--- src/rtl/mem_access_stage.sv ---
// MEM stage of the 5-stage RV32I pipeline: drives the req/ready data-memory port, stalls upstream
// while an access is outstanding, aborts hung accesses, and produces the MEM/WB register.
// Optional build macro MEM_MISALIGN_CHECK_EN rejects word-misaligned accesses with a bus error.
module mem_access_stage #(
    parameter int DATA_W         = 32,
    parameter int TIMEOUT_CYCLES = 16
) (
    input  logic              i_clk,
    input  logic              i_reset,
    input  logic [DATA_W-1:0] i_ex_mem_alu_result,
    input  logic [DATA_W-1:0] i_ex_mem_write_data,
    input  logic [4:0]        i_ex_mem_rd,
    input  logic              i_ex_mem_reg_write,
    input  logic              i_ex_mem_mem_read,
    input  logic              i_ex_mem_mem_write,
    input  logic              i_ex_mem_mem_to_reg,
    input  logic              i_dmem_ready,
    input  logic [DATA_W-1:0] i_dmem_rdata,
    output logic              o_dmem_req,
    output logic              o_dmem_we,
    output logic [DATA_W-1:0] o_dmem_addr,
    output logic [DATA_W-1:0] o_dmem_wdata,
    output logic              o_stall,
    output logic              o_bus_error,
    output logic [4:0]        o_mem_wb_rd,
    output logic              o_mem_wb_reg_write,
    output logic [DATA_W-1:0] o_mem_wb_write_data
);

    localparam int               CNT_W   = $clog2(TIMEOUT_CYCLES + 1);
    localparam logic [CNT_W-1:0] CNT_MAX = CNT_W'(TIMEOUT_CYCLES);

    typedef enum logic {
        S_IDLE,
        S_WAIT
    } state_t;

    state_t             r_state;
    logic [CNT_W-1:0]   r_cnt;
    logic               r_bus_error;
    logic [4:0]         r_mem_wb_rd;
    logic               r_mem_wb_reg_write;
    logic [DATA_W-1:0]  r_mem_wb_write_data;

    logic               w_mem_op;
    logic               w_misalign;
    logic               w_timeout;
    logic               w_abort;
    logic               w_req;
    logic               w_stall;
    logic               w_load_data;
    logic [DATA_W-1:0]  w_wb_data;

    assign w_mem_op = i_ex_mem_mem_read | i_ex_mem_mem_write;

`ifdef MEM_MISALIGN_CHECK_EN
    assign w_misalign = w_mem_op & (i_ex_mem_alu_result[1:0] != 2'b00);
`else
    assign w_misalign = 1'b0;
`endif

    assign w_timeout = (r_state == S_WAIT) & ~i_dmem_ready & (r_cnt == CNT_MAX);
    assign w_abort   = w_mem_op & (w_timeout | w_misalign);

    // Reset gates the request combinationally so an in-flight access drops at once.
    assign w_req   = w_mem_op & ~w_abort & ~i_reset;
    assign w_stall = w_req & ~i_dmem_ready;

    // Only loads select memory data; a set mem_to_reg without an access keeps the ALU result.
    assign w_load_data = w_mem_op & i_ex_mem_mem_to_reg & ~i_ex_mem_mem_write;
    assign w_wb_data   = w_load_data ? i_dmem_rdata : i_ex_mem_alu_result;

    // NOTE: sequential state uses non-blocking assignments so every register samples pre-edge values.
    always_ff @(posedge i_clk or posedge i_reset) begin
        if (i_reset) begin
            r_state <= S_IDLE;
            r_cnt   <= '0;
        end else begin
            case (r_state)
                S_IDLE: begin
                    if (w_stall) begin
                        r_state <= S_WAIT;
                        r_cnt   <= CNT_W'(1);
                    end
                end
                S_WAIT: begin
                    // Leaving covers completion, timeout abort and a withdrawn access alike.
                    if (!w_stall) begin
                        r_state <= S_IDLE;
                        r_cnt   <= '0;
                    end else if (r_cnt != CNT_MAX) begin
                        r_cnt <= r_cnt + CNT_W'(1);
                    end
                end
                default: begin
                    r_state <= S_IDLE;
                    r_cnt   <= '0;
                end
            endcase
        end
    end

    always_ff @(posedge i_clk or posedge i_reset) begin
        if (i_reset) begin
            r_bus_error         <= 1'b0;
            r_mem_wb_rd         <= '0;
            r_mem_wb_reg_write  <= 1'b0;
            r_mem_wb_write_data <= '0;
        end else begin
            r_bus_error <= w_abort;
            if (w_stall || w_abort) begin
                // Bubble keeps the forwarding path from seeing a half-finished access.
                r_mem_wb_rd         <= '0;
                r_mem_wb_reg_write  <= 1'b0;
                r_mem_wb_write_data <= '0;
            end else begin
                r_mem_wb_rd         <= i_ex_mem_rd;
                r_mem_wb_reg_write  <= i_ex_mem_reg_write;
                r_mem_wb_write_data <= w_wb_data;
            end
        end
    end

    assign o_dmem_req          = w_req;
    assign o_dmem_we           = i_ex_mem_mem_write;
    assign o_dmem_addr         = i_ex_mem_alu_result;
    assign o_dmem_wdata        = i_ex_mem_write_data;
    assign o_stall             = w_stall;
    assign o_bus_error         = r_bus_error;
    assign o_mem_wb_rd         = r_mem_wb_rd;
    assign o_mem_wb_reg_write  = r_mem_wb_reg_write;
    assign o_mem_wb_write_data = r_mem_wb_write_data;

endmodule
--- config.mk ---
export PLATFORM = sky130hd
export DESIGN_NAME = mem_access_stage
export DESIGN_NICKNAME = d
export VERILOG_FILES = /design/src/rtl/mem_access_stage.sv
export SDC_FILE = /design/constraint.sdc
export NUM_CORES = 1
export LEC_CHECK = 0
export CAP_MARGIN = 15
export CORE_MARGIN = 2
export CORE_UTILIZATION = 29
export DETAILED_ROUTE_END_ITERATION = 6
export GPL_TIMING_DRIVEN = 0
export HOLD_SLACK_MARGIN = 0.15
export MAX_ROUTING_LAYER = met4
export PLACE_DENSITY = 0.77
export SYNTH_ARGS = -nofsm -noshare
export SYNTH_HDL_FRONTEND = slang
export SYNTH_SLANG_ARGS = --single-unit
--- constraint.sdc ---
create_clock -name i_clk -period 1.4 [get_ports i_clk]
set_input_delay 0.14 -clock i_clk [delete_from_list [all_inputs] [get_ports i_clk]]
set_output_delay 0.14 -clock i_clk [all_outputs]
set_load 0.02 [all_outputs]
; Word-level counts from Yosys, hierarchy flattened
; Cells that the tools add are included.
[op_classes]
n_addsub = 1
n_eq_ne = 4
muxes = 9
n_bitwise = 14
n_reduce_logical = 2
[ops]
columns = operator, n
row1 = $mux W32, 2
row2 = $mux W5, 4
row3 = $pmux W5 S2, 1
row4 = $and A1 B1 Y1, 8
row5 = $add A5 B1 Y5 const B, 1
row6 = $eq A5 B5 Y1 const B, 1
row7 = $ne A5 B5 Y1 const B, 1
row8 = $not A1 Y1, 5
row9 = $ne A3 B2 Y1 const B, 1
row10 = $mux W1, 2
row11 = $ne A2 B2 Y1 const B, 1
row12 = $reduce_and A2 Y1, 1
row13 = $logic_or A1 B1 Y1, 1
row14 = $or A1 B1 Y1, 1
[totals]
ff_bits = 45
elab_cells = 36

; Logic depth before layout (Yosys ltp)
[depth]
ltp_word = 10
ltp_mapped = 7
ltp_nobuf = 5

; Worst setup path before layout
; OpenSTA, ideal clock, no wires.
[synth_timing]
path_kind = flip-flop to flip-flop
startpoint = register r_cnt[0]
endpoint = register r_mem_wb_write_data[10], in the netlist o_mem_wb_write_data[10]
setup_ps = 128
arrival_ps = 1201
required_time_ps = 1272
slack_ps = 70
path_stages_with_launch = 8
n_path_buf = 2
period_less_slack_ps = 1330
cell_sequence = dfrtp_1 -> inv_1 -> ha_1 -> nand2b_1 -> o22ai_2 -> buf_6 -> buf_6 -> a21oi_2
[synth_between]
elab_chain_len = 9
[synth_rtl]
columns = element, line_no
row1 = start: declaration, 39  ; logic [CNT_W-1:0] r_cnt;
row2 = start signal: assignment, 92  ; r_cnt <= r_cnt + CNT_W'(1);
row3 = $eq A5 B5 Y1 (*), 62  ; assign w_timeout = (r_state == S_WAIT) & ~i_dmem_ready & (r_cnt == CNT_MAX);
row4 = $and A1 B1 Y1 (*), 62
row5 = $and A1 B1 Y1 (*), 63  ; assign w_abort = w_mem_op & (w_timeout | w_misalign);
row6 = $not A1 Y1, 66  ; assign w_req = w_mem_op & ~w_abort & ~i_reset;
row7 = $and A1 B1 Y1 (2 in series), 66
row8 = $and A1 B1 Y1, 67  ; assign w_stall = w_req & ~i_dmem_ready;
row9 = $logic_or A1 B1 Y1 (*), 111  ; if (w_stall || w_abort) begin
row10 = $mux W32 (*), 111
row11 = end signal: assignment, 119  ; r_mem_wb_write_data <= w_wb_data;
row12 = end: declaration, 43  ; logic [DATA_W-1:0] r_mem_wb_write_data;
; Every way passes the cells marked *; elsewhere a longest branch is shown, timed or not.
; A chain may end at the register's enable or synchronous reset.

; Worst setup path in the final report
[layout_timing]
startpoint = register r_cnt[0]
endpoint = output o_stall
[layout_between]
elab_chain_len = 7
[layout_rtl]
columns = element, line_no
row1 = $eq A5 B5 Y1, 62
row2 = $and A1 B1 Y1, 62
row3 = $and A1 B1 Y1, 63
row4 = $not A1 Y1, 66
row5 = $and A1 B1 Y1 (2 in series), 66
row6 = $and A1 B1 Y1, 67
row7 = end: declaration, 23  ; output logic o_stall,
; No other way between the ends.

==> flow_summary.yaml <==
run_status:
  status: "complete, but fails checks"
  violations: "negative setup slack"
clock_network:
  clk-insertion-delay-late_ps: 280
  clock_sinks: 45
  cts-buffers-inserted: 5
  cts_tree: "done"
  cts_root_buf: "clkbuf_8"
  cts_buffer_depth: 2
  clk_pin_slew_ps: 80
  htree_levels: 2
layout:
  fillers: 791
  fin_nets: 532
  num_antenna_cells: 0
  final_area_um2: 4710
  drive_gt1_share_pct: 29.8
  utilization_pct: 54.6
  syn_to_final_growth_pct: 84.6
yosys:
  syn_avg_cell_area_um2: 11.3
  synth_warnings: 0
  synth_seq_cells: 45
  yosysMostFrequentCell: "buf_4"
  synth_area_leader_cell: "dfrtp_1"
  syn-num-nets: 336
  async_reset_ff_share_pct: 100
  synth_area_um2: 2550
  ys_seq_area_share_pct: 44.1
  synth_edf_count: 0
  ys_top_cells_by_count: "buf_4, dfrtp_1, mux2i_1, a21oi_2, a21oi_1"
  synth_area_leaders: "dfrtp_1, buf_4, mux2i_1"
  synthDistinctLibCells: 27
  yosysTopAreaCellShare_pct: 44.1
  syn_inst: 226
  synthFlopType: "dfrtp_1"
setup_path:
  path_buf_inv: 3
  required_ps: 1260
  max_stage_delay_ps: 390
  cpLargestDelayFamily: "flip-flops"
  cp_max_fo: 4
  worstPathArrival_ps: 1340
  path_common_cell: "inv_2"
  path_class: "reg -> out"
  path_cells: "inv_2 > ha_4 > nand2b_4 > o211ai_4 > inv_2 > buf_6"
  endpoint_kind: "output port"
  cp_slowest_cell: "dfrtp_1"
  start_kind: "register"
power_and_ir_drop:
  switchingPower_mw: 1.02
  power_frac_clock_pct: 21.7
  leakage_nw: 2.40
  ir_drop_uv: 393
  p_seq_share_pct: 40.9
  combPwrFrac_pct: 37.5
  p_int_mw: 2.46
  switching_share_pct: 29.3
  p_per_area_nw_per_um2: 738
  fin_total_pwr_mw: 3.48
global_routing:
  grt_usage_pct: 15.2
  grt_max_degree: 29
  grt.overflow.total: 0
  grt_pass1_wl_mm: 11.3
  antenna_found_initial: 0
  first_global_vias: 2400
drt:
  first_pass_iters: 4
  wl_per_cell_um: 13.8
  via_per_inst: 4.32
  drtIter0Drc: 7
  drc: 0
  wirelength_mm: 7.30
  dr_total_vias: 2293
  antenna_left: 0
die:
  die_height_um: 97.8
  die_w_um: 97.8
  die_area_um2: 9570
  rows: 34
  io_pins: 214
  core_area_um2: 8640
  initial_core_util_pct: 29.6
sta:
  setup_tns_ps: -164
  fin_hold_ws_ps: 396
  rsz0062_at_grt: "true"
  slew_viol_final: 0
  setup-violations-final: 2
  finalCritPeriodShare_pct: 106
  slew_headroom_pct: 68.0
  clock.fmax_mhz: 675
  finClkSkew_ps: 3.03
  tightestPinTransition_ps: 481
  hold_viol_final: 0
  min_period_ps: 1480
  final.setup.worst_slack_ps: -82.3
min_path:
  hp-class: "in -> async"
placement:
  dp_hpwl_mm: 5.88
  post_dp_cell_area_um2: 4520
  portBuffers: 181
  place_congestion: 0.816
flow_run:
  max_cap_violations: 0
-- per-layer routing --
metal / vias up / wire length [um] / global-route usage [%]
li1: 1099 / - / -
met2: 140 / 3910 / 28.0
met5: - / 0 / -
met4: 0 / 53 / 3.53
met1: 1050 / 2780 / 16.4
met3: 4 / 560 / 3.79
-- flip-flops by register name, indices dropped and copies added (netlist names) --
| name | count |
|---|---|
| r_cnt | 5 |
| o_mem_wb_rd | 5 |
| o_bus_error | 1 |
| o_mem_wb_write_data | 32 |
| r_state | 1 |
| o_mem_wb_reg_write | 1 |
-- power by group through the flow --
stage / Clock (mW) / Sequential (mW) / Combinational, mW
2_1_floorplan: 0 / 1.57 / 0.511
3_3_place_gp: 0 / 1.45 / 1.28
3_5_place_dp: 0 / 1.45 / 1.30
4_1_cts: 0.790 / 1.42 / 1.30
5_1_grt: 0.839 / 1.43 / 1.38
6_report: 0.754 / 1.42 / 1.30
-- final timing paths --
check	end	start	slack [ps]	depth (start not counted)
setup / recovery	o_stall	r_cnt[0]$_DFFE_PP0P_	-80	6
max in group asynchronous	o_mem_wb_write_data[21]$_DFF_PP0_	i_reset	520	3
setup reg to reg	o_mem_wb_write_data[18]$_DFF_PP0_	r_cnt[0]$_DFFE_PP0P_	50	7
min in group i_clk	o_mem_wb_rd[2]$_DFF_PP0_	i_ex_mem_rd[2]	400	2
hold reg to reg	r_cnt[0]$_DFFE_PP0P_	r_state$_DFF_PP0_	550	1
hold / removal	r_cnt[3]$_DFFE_PP0P_	i_reset	400	2
-- cell type report --
cell class                 instances  area (um^2)  share of cell area (%)
timing repair buffer             190         1880                    39.9
clock inverter                     2         10.0                   0.212
buffer                            77          602                    12.8
inverter                           5         18.8                   0.398
multi-input combinational         98          866                    18.4
tap                              108          135                    2.87
sequential                        45         1130                    23.9
clock buffer                       6         72.6                    1.54
-- what timing repair did --
| action | in CTS | in global routing |
|---|---|---|
| endpoints found under the setup margin | 69 | 44 |
| gates resized for setup | 59 | 23 |
| pin swaps | 4 | 0 |
| setup buffers | 5 | 3 |
| hold buffers | 0 | 0 |
-- cell usage in the layout, fill, tap and decap left out, types with 3 or more instances in the layout --
master,instances
inv_2,4
mux2i_1,33
buf_4,76
a21oi_2,20
buf_6,3
nor2_1,3
a21oi_1,12
buf_12,3
o311ai_0,4
buf_2,3
o31ai_1,3
clkdlybuf4s50_1,126
clkbuf_8,5
a21boi_0,6
dlymetal6s2s_1,16
dfrtp_1,44
dlygate4sd2_1,37
-- through the flow --
| step | setup slack, ps | instances |
|---|---|---|
| after detailed placement | -825 | 516 |
| after floorplan | 70.5 | 226 |
| after CTS | -96.2 | 528 |
| final | -82.3 | 531 |
| after global placement | -882 | 515 |
| after global routing | -163 | 531 |
-- kinds of logic (layout without fill, tap and decap cells) --
kind of cell	after synthesis	after routing	synth area share, %
simple gates	11	11	3.04
buf+inv	83	280	23.3
compound gates	49	49	14.6
mux	33	33	12.9
xor+xnor	3	3	1.03
fa+ha+maj	2	2	0.980
flops	45	45	44.1
Power figures use the tool's default switching activity.
==> RTL edit 1, RTL diff (same flow settings) <==
Set the parameter `DATA_W` to 40 (it was 32).
--- a/src/rtl/mem_access_stage.sv
+++ b/src/rtl/mem_access_stage.sv
@@ -4,3 +4,3 @@
 module mem_access_stage #(
-    parameter int DATA_W         = 32,
+    parameter int DATA_W         = 40,
     parameter int TIMEOUT_CYCLES = 16
Interface: changed (6 resized); port bits go from 214 to 262. No check against the original RTL was run, so the function may have changed too.
==> RTL edit 1 against the unedited design <==
  * The run still ends with negative setup slack left
  * Sequential power grew 18%
  * Utilization grew 5.1 points
  * Cell area increased by 24%
  * Wire length grew 37%
  * Global-route usage rose by 2.2 points
  * Final cell count grew 22%
  * Synthesized area up 15%
  * Power grew 23%
  * Setup slack worse by 0.11 ns
  * Sequential cell count rose by 8
  * Sequential share of layout area down 1.3 points
  * Via count grew 23%
==> RTL edit 1: results (changes against the unedited design) <==
grt_pass1_wl_um: 14800  # +30%
violations: "negative setup slack"
vias_per_cell: 4.37  # +1.1%
final_layout_size_suffix_gt1_share_pct: 32.1  # +2.3 points
peakVddDrop_v: 0.000563  # +43%
io_buffer_count: 221  # +22%
insertion_delay_ns: 0.30  # +0.02 ns
tightest_slew_ns: 0.379  # -0.102 ns
status: "complete, but fails checks"
dr_wl_met2_um: 5490  # +40%
fin_nets: 648  # +22%
hp-class: "primary input to asynchronous set/reset pin"
finalWorstSetupSlack_ns: -0.196  # -0.114 ns
syn_area_per_cell_um2: 10.9  # -3.4%
grt_max_degree: 54  # +86%
leakage_nw: 3.16  # +32%
vias: 2825  # +23%
tns_ns: -7.22  # -7.06 ns
detail_route.wirelength_um: 9980  # +37%
fin_skew_ns: 0.00646  # +0.00342 ns
met3_length_um: 772  # +38%
largest_reg_flops: 40  # +25%
place_area_um2: 5330  # +18%
synth-seq-area-share_pct: 45.0  # +0.91 points
synth_common_cells: "buf_4, dfrtp_1, mux2i_1, a21oi_1, buf_2"
dr.pass1.iters: 6  # +2
antenna_found_initial: 0  # unchanged
dp_cells: 624  # +21%
synthDistinctLibCells: 29  # +7.4%
cts_max_path_buffers: 2  # unchanged
wl_met1_um: 3580  # +29%
grt_usage_pct: 17.5  # +2.2 points
gp_congestion: 0.784  # -3.9%
grt_pass1_vias: 2974  # +24%
synth_nets: 404  # +20%
synth_area_leaders: "dfrtp_1, buf_4, mux2i_1"
dp_slack_ns: -0.647  # +0.178 ns
cts_inserted_buffers: 5  # unchanged
setup_viol: 49  # +47
dpl.hpwl_um: 7770  # +32%
crit_path_max_fanout: 3  # -1
drt_iter0_drc: 83  # +76
## RTL edit 1: area by class of cell
type | count | area (µm²)
Fill cell | 834 | 3960
Timing Repair Buffer | 237 | 2430
Sequential cell | 53 | 1330
Multi-Input combinational cell | 117 | 1090
Buffer | 94 | 718
Tap cell | 133 | 166
Clock buffer | 5 | 68.8
Clock inverter | 2 | 35.0
Inverter | 6 | 26.3
## RTL edit 1: worst paths after layout
kind,startpoint,endpoint,slack [ns],cells after the start
max,r_cnt[0]$_DFFE_PP0P_,o_stall,-0.20,6
min,i_reset,o_mem_wb_rd[1]$_DFF_PP0_,0.30,2
max reg2reg,r_cnt[0]$_DFFE_PP0P_,o_mem_wb_write_data[3]$_DFF_PP0_,-0.19,8
min reg2reg,r_cnt[2]$_DFFE_PP0P_,r_cnt[2]$_DFFE_PP0P_,0.63,2
max in group asynchronous,i_reset,o_mem_wb_write_data[7]$_DFF_PP0_,0.61,3
min in group i_clk,i_ex_mem_rd[3],o_mem_wb_rd[3]$_DFF_PP0_,0.39,2
## RTL edit 1: metrics by stage
step / total power, mW / util (%)
after floorplan: 2.43 / -
after CTS: 4.29 / 56.8
final: 4.28 / 59.7
after detailed placement: 3.26 / 54.3
after global placement: 3.24 / 54.3
after global routing: 4.49 / 59.7
## RTL edit 1: where the power goes
part | internal, mW | switching, mW
Clock | 0.521 | 0.482
Sequential | 1.64 | 0.0304
Combinational | 0.872 | 0.737
Total | 3.03 | 1.25
## RTL edit 1: cells by family after synthesis
family / share of synthesized area, %
adder cells (fa/ha/maj): 0.849
AND/OR/NAND/NOR: 3.44
AO/OA/AOI/OAI: 11.1
XOR/XNOR: 0.595
multiplexers: 14.6
flip-flops: 45.0
buffers and inverters: 24.4
## RTL edit 1: metal layers
layer | track usage, % | vias up
met5 | - | -
met1 | 17.5 | 1331
met4 | 4.67 | 0
met3 | 4.43 | 10
li1 | - | 1320
met2 | 33.3 | 164
## RTL edit 1: worst max-delay path: cells and delay by family (launching register included)
| kind | cells | cell delay [ns] |
|---|---|---|
| compound gates | 1 | 0.22 |
| fa+ha+maj | 1 | 0.14 |
| buf+inv | 3 | 0.28 |
| flops | 1 | 0.40 |
| simple gates | 1 | 0.14 |
## RTL edit 1: what timing repair did
item / in CTS / in global routing
buffers inserted: 8 / 7
endpoints found under the setup margin: 113 / 80
pin swaps: 11 / 32
gates cloned: 2 / 2
resized for setup: 102 / 64
==> RTL edit 2, RTL diff (same flow settings) <==
Made on the original files. Reset style: synchronous (`i_reset`), changed in 2 clocked blocks.
--- a/src/rtl/mem_access_stage.sv
+++ b/src/rtl/mem_access_stage.sv
@@ -73,3 +73,3 @@
     // NOTE: sequential state uses non-blocking assignments so every register samples pre-edge values.
-    always_ff @(posedge i_clk or posedge i_reset) begin
+    always_ff @(posedge i_clk) begin
         if (i_reset) begin
@@ -102,3 +102,3 @@
 
-    always_ff @(posedge i_clk or posedge i_reset) begin
+    always_ff @(posedge i_clk) begin
         if (i_reset) begin
Function: differs if i_reset is asserted again (counterexample within 4 cycles, from zero or initial values and one cycle with i_reset high); with i_reset held inactive, the same outputs for 10 cycles.
==> RTL edit 2 against the unedited design <==
  * The flow still finishes with violations (negative setup slack)
  * Global-route usage rose by 1.3 points
  * Maximum frequency fell by 0.85%
  * Sequential power shrank 4%
  * Setup slack worse by 0.013 ns
  * Sequential cell count did not move
  * Wire length down 6.2%
  * Cell area down 10%
  * Critical path depth fell by 2
  * Utilization up 4.0 points
  * Synthesized area decreased by 15%
  * Power fell by 7.4%
  * Combinational power shrank 19%
  * Largest cell class unchanged
==> RTL edit 2: results (changes against the unedited design) <==
grt_usage_pct: 16.6  # +1.3 points
final_layout_size_suffix_gt1_share_pct: 22.9  # -6.9 points
grt_max_degree: 13  # -55%
vias: 2317  # +1.0%
peakVddDrop_v: 0.000417  # +6.1%
leakage_nw: 1.94  # -19%
regToRegStartpoint: "r_state$_SDFF_PP0_"
grt_pass1_wl_um: 10700  # -5.2%
drt_iter0_drc: 26  # +19
slew_headroom_pct: 80.1  # +12 points
finalWorstSetupSlack_ns: -0.0950  # -0.0127 ns
status: "complete, but fails checks"
cpLargestDelayFamily: "simple AND/OR/NAND/NOR gates"
slowest_delay_ns: 0.36  # -0.03 ns
antenna_found_initial: 0  # unchanged
synth-seq-area-share_pct: 41.7  # -2.4 points
crit_slowest_cell: "and4bb_4"
yosysTopAreaCellShare_pct: 41.7  # -2.4 points
synthDistinctLibCells: 30  # +11%
wire_per_inst_um: 12.5  # -9.3%
synth_area_leaders: "dfxtp_1, buf_4, nand2_1"
syn_area_per_cell_um2: 8.31  # -26%
tns_ns: -0.179  # -0.0146 ns
hp-class: "primary input to register"
synth_common_cells: "buf_4, nand2_1, dfxtp_1, a21oi_1, clkbuf_1"
gp_congestion: 0.808  # -0.98%
setup_viol: 2  # unchanged
r2r_cells: 6  # -1
whs_ns: 0.203  # -0.193 ns
dpl.hpwl_um: 5600  # -4.8%
nFillCells: 666  # -16%
fin_nets: 560  # +5.3%
async_flop_share_pct: 0  # -100 points
io_buffer_count: 180  # -0.55%
timing.rr.end: "r_cnt[2]$_SDFFE_PP0P_"
antenna_cells: 0  # unchanged
detail_route.wirelength_um: 6850  # -6.2%
violations: "negative setup slack"
synth_flop_cell: "dfxtp_1"
synth_nets: 370  # +10%
grt_pass1_vias: 2359  # -1.7%
[RTL edit 2: power by group]
| part | leakage, nW | internal [mW] | total, mW | switching [mW] |
|---|---|---|---|---|
| combinational | 1.52 | 0.595 | 1.05 | 0.451 |
| clock | 0.0443 | 0.392 | 0.811 | 0.418 |
| sequential | 0.372 | 1.34 | 1.36 | 0.0173 |
| total | 1.94 | 2.33 | 3.22 | 0.886 |
[RTL edit 2: worst max-delay path by stage]
stage,startpoint,end,slack [ns],depth (start not counted)
after global placement,i_ex_mem_mem_write,o_stall,-0.60,4
after CTS,r_cnt[2]$_SDFFE_PP0P_,o_dmem_req,-0.12,4
after global routing,r_cnt[3]$_SDFFE_PP0P_,o_dmem_req,-0.16,4
after detailed placement,i_ex_mem_mem_write,o_stall,-0.63,4
after floorplan,r_state$_SDFF_PP0_,r_cnt[3]$_SDFFE_PP0P_,0.008,5
final,r_cnt[3]$_SDFFE_PP0P_,o_dmem_req,-0.09,4
[RTL edit 2: cells by family (layout without fill, tap and decap cells)]
group	Yosys count	count (layout)	synth area share [%]
adders and majority gates	2	2	1.16
and+or+nand+nor	90	90	18.8
buffers and inverters	81	271	26.1
AOI/OAI and AO/OA	39	39	10.8
DFF	45	45	41.7
xor gates and xnor gates	2	2	0.811
muxes	1	1	0.637
[RTL edit 2: area by class of cell]
cell class | count | area (µm²) | area share [%]
sequential | 45 | 907 | 21.5
clock buffer | 7 | 86.3 | 2.04
multi-input combinational | 134 | 721 | 17.0
timing repair buffer | 185 | 1820 | 43.0
buffer | 76 | 559 | 13.2
tap | 99 | 124 | 2.93
inverter | 3 | 11.3 | 0.266
[RTL edit 2: tightest hold or removal path: stages]
cell and delay [ns]:
clkbuf_4 0.13, nor3_1 0.04, a21o_1 0.14
[RTL edit 2: metal layers]
| metal | GRT usage [%] | wire length, µm | up-vias |
|---|---|---|---|
| met2 | 32.8 | 3730 | 124 |
| met5 | - | 0 | - |
| met1 | 16.1 | 2500 | 1038 |
| li1 | - | - | 1145 |
| met3 | 3.67 | 478 | 10 |
| met4 | 4.36 | 133 | 0 |
[RTL edit 2: through the flow]
step                      setup slack (ns)  instance area, µm²
after detailed placement            -0.626                4090
after global routing                -0.160                4230
after floorplan                    0.00823                2160
final                              -0.0950                4230
after CTS                           -0.120                4170
after global placement              -0.596                4090
[RTL edit 2: what timing repair did]
action,in CTS,in global routing
pin swaps,2,5
resized for setup,54,23
hold endpoints to repair,4,0
hold buffers,1,0
setup endpoints to repair,67,42
setup buffers,3,1
gates cloned,0,0
